`src/rtl/sys_ctrl_pkg.sv`:
```
// sys_ctrl shared definitions: command bytes,
// ALU function codes, fixed operand addresses, FSM states.
package sys_ctrl_pkg;

  localparam logic [7:0] CMD_WR      = 8'hAA;
  localparam logic [7:0] CMD_RD      = 8'hBB;
  localparam logic [7:0] CMD_ALU_OP  = 8'hCC;
  localparam logic [7:0] CMD_ALU_NOP = 8'hDD;

  localparam logic [3:0] ALU_ADD  = 4'h0;
  localparam logic [3:0] ALU_SUB  = 4'h1;
  localparam logic [3:0] ALU_MUL  = 4'h2;
  localparam logic [3:0] ALU_DIV  = 4'h3;
  localparam logic [3:0] ALU_AND  = 4'h4;
  localparam logic [3:0] ALU_OR   = 4'h5;
  localparam logic [3:0] ALU_NAND = 4'h6;
  localparam logic [3:0] ALU_NOR  = 4'h7;
  localparam logic [3:0] ALU_XOR  = 4'h8;
  localparam logic [3:0] ALU_XNOR = 4'h9;
  localparam logic [3:0] ALU_EQ   = 4'hA;
  localparam logic [3:0] ALU_GT   = 4'hB;
  localparam logic [3:0] ALU_LT   = 4'hC;
  localparam logic [3:0] ALU_SHR  = 4'hD;
  localparam logic [3:0] ALU_SHL  = 4'hE;

  localparam int unsigned OPA_ADDR = 0;
  localparam int unsigned OPB_ADDR = 1;

  typedef enum logic [3:0] {
    IDLE,
    WR_ADDR,
    WR_DATA,
    RD_ADDR,
    RD_WAIT,
    OPA,
    OPB,
    FUN,
    ALU_EXEC,
    ALU_WAIT,
    TX
  } state_t;

endpackage

```
`src/rtl/sys_ctrl.sv`:
```
// UART command sequencer: parses RX frames into
// register-file accesses and ALU operations, returns results on TX.
import sys_ctrl_pkg::*;

module sys_ctrl #(
  parameter int DATA_WIDTH = 8,
  parameter int ADDR_WIDTH = 4
) (
  input  logic                  clk,
  input  logic                  rst,
  input  logic [DATA_WIDTH-1:0] rx_data,
  input  logic                  rx_valid,
  input  logic [DATA_WIDTH-1:0] alu_out,
  input  logic                  alu_valid,
  input  logic [DATA_WIDTH-1:0] rf_rd_data,
  input  logic                  rf_rd_valid,
  input  logic                  tx_busy,
  output logic                  alu_en,
  output logic [3:0]            alu_fun,
  output logic                  clk_gate_en,
  output logic [ADDR_WIDTH-1:0] rf_addr,
  output logic                  rf_wr_en,
  output logic                  rf_rd_en,
  output logic [DATA_WIDTH-1:0] rf_wr_data,
  output logic [DATA_WIDTH-1:0] tx_data,
  output logic                  tx_valid
);

  state_t state, next;

  logic [DATA_WIDTH-1:0] result, result_d;
  logic [ADDR_WIDTH-1:0] addr_d;
  logic [DATA_WIDTH-1:0] wdata_d, txd_d;
  logic [3:0]            fun_d;
  logic                  wr_d, rd_d, en_d, txv_d, gate_d;

  // next state plus next values of every registered output
  always_comb begin
    next     = state;
    addr_d   = rf_addr;
    wdata_d  = rf_wr_data;
    fun_d    = alu_fun;
    txd_d    = tx_data;
    result_d = result;
    wr_d     = 1'b0;
    rd_d     = 1'b0;
    en_d     = 1'b0;
    txv_d    = 1'b0;
    unique case (state)
      IDLE: if (rx_valid) begin
        unique case (1'b1)
          (rx_data == DATA_WIDTH'(CMD_WR)):      next = WR_ADDR;
          (rx_data == DATA_WIDTH'(CMD_RD)):      next = RD_ADDR;
          (rx_data == DATA_WIDTH'(CMD_ALU_OP)):  next = OPA;
          (rx_data == DATA_WIDTH'(CMD_ALU_NOP)): next = FUN;
          default:                               next = IDLE;
        endcase
      end
      WR_ADDR: if (rx_valid) begin
        addr_d = rx_data[ADDR_WIDTH-1:0];
        next   = WR_DATA;
      end
      WR_DATA: if (rx_valid) begin
        wdata_d = rx_data;
        wr_d    = 1'b1;
        next    = IDLE;
      end
      RD_ADDR: if (rx_valid) begin
        addr_d = rx_data[ADDR_WIDTH-1:0];
        rd_d   = 1'b1;
        next   = RD_WAIT;
      end
      RD_WAIT: if (rf_rd_valid) begin
        result_d = rf_rd_data;
        next     = TX;
      end
      OPA: if (rx_valid) begin
        addr_d  = ADDR_WIDTH'(OPA_ADDR);
        wdata_d = rx_data;
        wr_d    = 1'b1;
        next    = OPB;
      end
      OPB: if (rx_valid) begin
        addr_d  = ADDR_WIDTH'(OPB_ADDR);
        wdata_d = rx_data;
        wr_d    = 1'b1;
        next    = FUN;
      end
      FUN: if (rx_valid) begin
        fun_d = rx_data[3:0];
        en_d  = 1'b1;
        next  = ALU_EXEC;
      end
      ALU_EXEC: next = ALU_WAIT;
      ALU_WAIT: if (alu_valid) begin
        result_d = alu_out;
        next     = TX;
      end
      TX: if (!tx_busy) begin
        txd_d = result;
        txv_d = 1'b1;
        next  = IDLE;
      end
      default: next = IDLE;
    endcase
    gate_d = (next == FUN) || (next == ALU_EXEC)
          || (next == ALU_WAIT);
  end

  // state register
  always_ff @(posedge clk or negedge rst) begin
    if (!rst) state <= IDLE;
    else      state <= next;
  end

  // registered outputs and held result
  always_ff @(posedge clk or negedge rst) begin
    if (!rst) begin
      result      <= '0;
      rf_addr     <= '0;
      rf_wr_data  <= '0;
      alu_fun     <= '0;
      tx_data     <= '0;
      rf_wr_en    <= 1'b0;
      rf_rd_en    <= 1'b0;
      alu_en      <= 1'b0;
      tx_valid    <= 1'b0;
      clk_gate_en <= 1'b0;
    end else begin
      result      <= result_d;
      rf_addr     <= addr_d;
      rf_wr_data  <= wdata_d;
      alu_fun     <= fun_d;
      tx_data     <= txd_d;
      rf_wr_en    <= wr_d;
      rf_rd_en    <= rd_d;
      alu_en      <= en_d;
      tx_valid    <= txv_d;
      clk_gate_en <= gate_d;
    end
  end

endmodule

```
`config.mk`:
```
export PLATFORM = sky130hd
export DESIGN_NAME = sys_ctrl
export DESIGN_NICKNAME = d
export VERILOG_FILES = /design/src/rtl/sys_ctrl_pkg.sv /design/src/rtl/sys_ctrl.sv
export SDC_FILE = /design/constraint.sdc
export NUM_CORES = 1
export LEC_CHECK = 0
export ABC_AREA = 1
export BUFFER_PORTS_ARGS = -buffer_cell sky130_fd_sc_hd__buf_2
export CORE_ASPECT_RATIO = 0.5
export CORE_MARGIN = 8
export CORE_UTILIZATION = 41
export CTS_BUF_LIST = sky130_fd_sc_hd__clkbuf_8 sky130_fd_sc_hd__clkbuf_16
export CTS_CLUSTER_SIZE = 28
export DETAILED_ROUTE_END_ITERATION = 10
export GPL_TIMING_DRIVEN = 0
export PLACE_DENSITY_LB_ADDON = 0.3
export SLEW_MARGIN = 20
export SYNTH_ARGS = -nofsm -noshare
export SYNTH_HDL_FRONTEND = slang
export SYNTH_SLANG_ARGS = --single-unit
```
`constraint.sdc`:
```
create_clock -name clk -period 1.7 [get_ports clk]
set_clock_uncertainty 0.2 [all_clocks]
set_input_delay 0.255 -clock clk [delete_from_list [all_inputs] [get_ports clk]]
set_output_delay 0.255 -clock clk [all_outputs]
set_load 0.05 [all_outputs]
```
==> impl_metrics.toml, run 1 <==
[status]
status = "finished clean"

[worst_setup_path]
crit_top_cell = "nor2_1"
cp_slowest_cell = "dfrtp_2"
cp_max_fo = 5
cp_top_family = "simple AND/OR/NAND/NOR gates"
startpoint = "state[0]"
crit_buf_inv = 4
path_cells = "inv_2 -> nor2_4 -> nand2_2 -> buf_6 -> nor2_1 -> nor2_1 -> nand3_1 -> nor2_2 -> buf_4 -> inv_1"
worst_setup_path_end_kind = "flop"
max_stage_delay_ns = 0.47
critPathArrivalTime_ns = 1.67
reg2reg_from = "state[0]"
start_kind = "flop"
worstSetupPathType = "reg2reg"
crit_required_ns = 1.69

[run]
maxCapViolCount = 0

[timing]
worstMarginPinSlew_ns = 0.936
final-hold-violation-count = 0
rsz0062_at_grt = "yes"
final.period_utilization = 0.987
finalSetupViolCount = 0
clock.fmax_mhz = 596
maxSlewHeadroom = 0.376
final.setup.tns_ns = 0
min_period_ns = 1.68
maxSlewViolCount = 0

[cells_and_area]
final_common_cell = "nand2_1"
antennaDiodeCount = 0
final_core_util = 0.569
fin_area_um2 = 2530
nFillCells = 426
fin_nets = 341
final_cell_mix = "nand2_1, buf_2, dfrtp_1"
stdcell_count = 369
syn_to_final_growth_pct = 32.6
drive_gt1_frac = 0.337

[grt]
antenna_found_initial = 0
overflow = 0
grt_pass1_vias = 1749
grt_max_degree = 42
grt_pass1_wl_um = 7850
track_usage = 0.133

[power_and_ir_drop]
p_sw_frac = 0.466
comb_power_share = 0.469
p_int_mw = 2.24
seqPwrFrac = 0.365
power_density_nw_per_um2 = 1660
power_mw = 4.20
ir_drop_mv = 1.01
p_sw_mw = 1.96
p_clk_frac = 0.167
power.leakage_nw = 1.43

[synth]
ys_seq_area_frac = 0.537
synthCells = 235
syn_area_um2 = 1910
synth-seq-cells = 41
syn-num-nets = 265
synth_top_cell_area_share = 0.537
yosys-top-cells-area = "dfrtp_1, nand2_1, nor2_1"
yosys_warnings = 0
syn_avg_cell_area_um2 = 8.12
ys_types = 23
synth.largest_area_cell = "dfrtp_1"

[placement]
place_area_um2 = 2270
dp_hpwl_um = 3630
port_buffers = 57
gp_congestion = 0.839
dp_cells = 349

[clocking]
htreeDepth = 2
cts_tree = "built"
numCtsBuffers = 5
clockRootBuffer = "clkbuf_8"
cts_sinks = 41
cts.reportedPaths.clkPinSlew_ns = 0.08
insertion_delay_ns = 0.29
cts.path.max_buffers = 2

[route]
wl_met3_um = 341
wl_met1_um = 2200
postRouteAntennaNets = 0
routed.top_layer = "met4"
via_per_inst = 4.80
wl_per_cell_um = 13.4
wl_met2_um = 2360
vias = 1770
drc_errors = 0
drtIter0Drc = 52
wl_um = 4950
drt-pass1-iter-count = 4

[floorplanning]
die_h_um = 64.3
io_pins = 59
fp.dieW_um = 113
coreArea_um2 = 4450
start_util = 0.429
dieArea_um2 = 7230
rows = 17

[min_path]
hp-class = "in2reg"
hp-start = "rf_rd_data[4]"
## path summary, 6_finish.rpt
kind	end	slack (ns)	cells past startpoint
max in group asynchronous	state[0]	0.22	2
hold / removal	result[4]	0.01	3
hold reg to reg	tx_data[0]	0.27	2
min in group asynchronous	rf_wr_data[3]	0.44	2
setup reg to reg	state[1]	0.02	10
setup / recovery	state[1]	0.02	10
## registers in the layout, indices dropped and copies added (netlist names)
signal       count
rf_addr          4
tx_valid         1
tx_data          8
rf_wr_data       8
rf_rd_en         1
alu_fun          4
clk_gate_en      1
alu_en           1
result           8
state            4
rf_wr_en         1
## per-layer routing
layer | vias to the layer above | track usage
li1 | 893 | -
met1 | 825 | 0.155
met2 | 48 | 0.232
met3 | 4 | 0.0449
met4 | 0 | 0.0349
met5 | - | 0
## area by class of cell
cell class,count,area (um^2),share of cell area
buffer,6,51.3,0.0203
clock buffer,7,96.3,0.0381
clock inverter,1,5.00,0.00198
inverter,23,86.3,0.0341
multi-input combinational,165,808,0.319
sequential,41,1030,0.407
tap,57,71.3,0.0282
timing repair buffer,69,383,0.151
## tightest hold or removal path, stage by stage
cell     delay [ns]
buf_2          0.09
nand2_1        0.05
a31oi_1        0.07
## timing repair
item,CTS,global route
resized for setup,6,15
setup buffers,0,9
hold endpoints to repair,43,0
pin swaps,0,3
hold buffers,3,0
endpoints found under the setup margin,16,31
## per-stage QoR
step	hold WS [ns]	setup WS, ns
after floorplan	-0.241	0.166
after global placement	0.224	-0.00225
after detailed placement	0.237	-0.0278
after CTS	0.00823	-0.0296
after global routing	0.0206	-0.109
final	0.0125	0.0219
## cells by family (layout without fill, tap and decap cells)
family / count (synthesis) / in the layout / synth area share
xor+xnor: 1 / 1 / 0.00459
simple gates: 137 / 137 / 0.301
compound gates: 27 / 27 / 0.0898
flops: 41 / 41 / 0.537
buf+inv: 29 / 106 / 0.0668
## Yosys cell counts (all sizes together)
library cell and count:
o21ai 9, a21boi 1, inv 23, xnor2 1, a31oi 8, dfrtp 41
nand2 80, o31ai 3, a21oi 5, nor2 38, o22ai 1, nand3b 1
buf 6, nand3 18
## power groups by stage
stage / Clock, mW / Combinational [mW] / Sequential [mW]
global route: 0.749 / 2.14 / 1.58
finish: 0.700 / 1.97 / 1.53
CTS: 0.716 / 1.86 / 1.51
floorplan: 0 / 0.619 / 2.28
detailed placement: 0 / 1.84 / 1.53
global placement: 0 / 1.81 / 1.51
Note: power is estimated with default switching activity, not from simulation.
==> inputs of run 2 (changes only) <==
SETUP_SLACK_MARGIN = 0.15   (was default)
==> run 2 against run 1 <==
Against the previous run:
- critical path depth fell by 2
- first-iteration DRC count increased by 33%
- sequential power about the same
- via count increased by 0.90%
- maximum frequency increased by 0.39%
- non-clock buffer count grew 8
- utilization up 2.9 points
- die area unchanged
- register-to-register slack hardly changed
- clock power about the same
- sequential share of layout area decreased by 1.9 points
- largest cell class unchanged
- highest routed layer unchanged
==> impl_metrics.toml, run 2 (synthesis results as in run 1) <==
[clocking]
cts_tree = "built"
cts.reportedPaths.clkPinSlew_ns = 0.07
cts_sinks = 41
cts.path.max_buffers = 2
insertion_delay_ns = 0.29
numCtsBuffers = 5
htreeDepth = 2
clockRootBuffer = "clkbuf_8"

[worst_setup_path]
critPathArrivalTime_ns = 1.68
cp_max_fo = 5
worst_setup_path_end_kind = "flop"
reg2reg_from = "state[3]"
crit_buf_inv = 3
worstSetupPathType = "reg2reg"
cp_slowest_cell = "dfrtp_2"
startpoint = "state[3]"
cp_top_family = "flip-flops"
max_stage_delay_ns = 0.46
crit_required_ns = 1.70
path_depth = 8
r2r_cells = 8
path_cells = "inv_2 -> nor2_4 -> nand2_2 -> buf_4 -> o21ai_4 -> buf_6 -> nor2_1 -> a31oi_1"
start_kind = "flop"
crit_end = "result[6]"
reg2reg_slack_ns = 0.03
timing.rr.end = "result[6]"

[grt]
overflow = 0
grt_pass1_wl_um = 8100
antenna_found_initial = 0
grt_pass1_vias = 1821
track_usage = 0.137
grt_max_degree = 42

[timing]
maxSlewViolCount = 0
clock.fmax_mhz = 598
rsz0062_at_grt = "yes"
final.period_utilization = 0.983
final-hold-violation-count = 0
maxSlewHeadroom = 0.626
fin_ws_ns = 0.0284
worstMarginPinSlew_ns = 0.561
finalSetupViolCount = 0
min_period_ns = 1.67

[route]
vias = 1786
postRouteAntennaNets = 0
wl_um = 5080
drc_errors = 0
drt-pass1-iter-count = 4
wl_per_cell_um = 13.5
drtIter0Drc = 69
via_per_inst = 4.74

[cells_and_area]
largestRegisters = "result x8, rf_wr_data x8, tx_data x8"
final_common_cell = "nand2_1"
drive_gt1_frac = 0.384
syn_to_final_growth_pct = 39.3
antennaDiodeCount = 0
final_cell_mix = "nand2_1, buf_2, dfrtp_1"
fin_nets = 349
fin_area_um2 = 2660
final_core_util = 0.598

[placement]
port_buffers = 57
dp_hpwl_um = 3630
place_area_um2 = 2270
dp_slack_ns = -0.0278
gp_congestion = 0.839

[power_and_ir_drop]
power_density_nw_per_um2 = 1610
ir_drop_mv = 1.01
power.leakage_nw = 1.48

[status]
status = "finished clean"

[floorplanning]
io_pins = 59
fp.dieW_um = 113
dieArea_um2 = 7230
start_util = 0.429
rows = 17
coreArea_um2 = 4450
die_h_um = 64.3

[min_path]
hp-class = "in2reg"

[run]
maxCapViolCount = 0
[run 2: changes by cell type in the layout (fill, tap and decap cells not counted), moves of 2 or more]
| cell | delta |
|---|---|
| nand2_2 | +5 |
| nor2_4 | +2 |
| buf_2 | -2 |
| inv_1 | -2 |
| buf_6 | +5 |
| buf_4 | +3 |
| nor2_1 | -2 |
| nand2_1 | -5 |
[run 2: layout make-up]
class	instances	area, um^2
Inverter	23	88.8
Fill cell	407	1790
Buffer	6	57.6
Tap cell	57	71.3
Multi-Input combinational cell	165	836
Clock inverter	1	5.00
Sequential cell	41	1030
Clock buffer	7	96.3
Timing Repair Buffer	77	473
[run 2: tightest hold or removal path, delay by kind of cell]
kind | cells | cell delay [ns]
buf+inv | 1 | 0.09
compound gates | 1 | 0.07
simple gates | 1 | 0.05
[run 2: metrics by stage]
stage,instances,power [mW],TNS [ns],hold WS (ns)
after global placement,349,3.32,-0.00225,0.224
after detailed placement,349,3.37,-0.137,0.237
final,377,4.29,0,0.0154
after CTS,367,4.16,0,0.0133
after global routing,377,4.55,-0.383,0.0236
after floorplan,235,2.90,0,-0.241
[run 2: timing repair]
| item | in CTS | in global routing |
|---|---|---|
| hold buffers | 3 | 0 |
| pin swaps | 2 | 11 |
| gates cloned | 0 | 2 |
| setup endpoints to repair | 31 | 77 |
| endpoints found under the hold margin | 43 | 0 |
| buffers inserted | 7 | 8 |
| gates resized for setup | 16 | 27 |
[run 2: worst min path at each step]
| stage | startpoint | end | slack (ns) | cells past startpoint |
|---|---|---|---|---|
| final | rf_rd_data[4] | result[4] | 0.02 | 3 |
| after global routing | rf_rd_data[3] | result[3] | 0.02 | 3 |
| after CTS | rf_rd_data[4] | result[4] | 0.01 | 3 |
| after detailed placement | rst | alu_fun[1] | 0.24 | 1 |
| after global placement | rst | alu_fun[2] | 0.22 | 1 |
| after floorplan | rst | alu_en | -0.24 | 0 |
[run 2: power breakdown]
| part | internal (mW) | switching, mW |
|---|---|---|
| clock | 0.367 | 0.332 |
| combinational | 0.607 | 1.44 |
| sequential | 1.32 | 0.217 |
| total | 2.30 | 1.99 |
[run 2: routing by layer]
layer	routed length, um	vias to the layer above	global-route usage
li1	-	910	-
met1	2240	832	0.156
met2	2540	40	0.246
met3	276	4	0.0459
met4	27	0	0.0349
met5	0	-	0
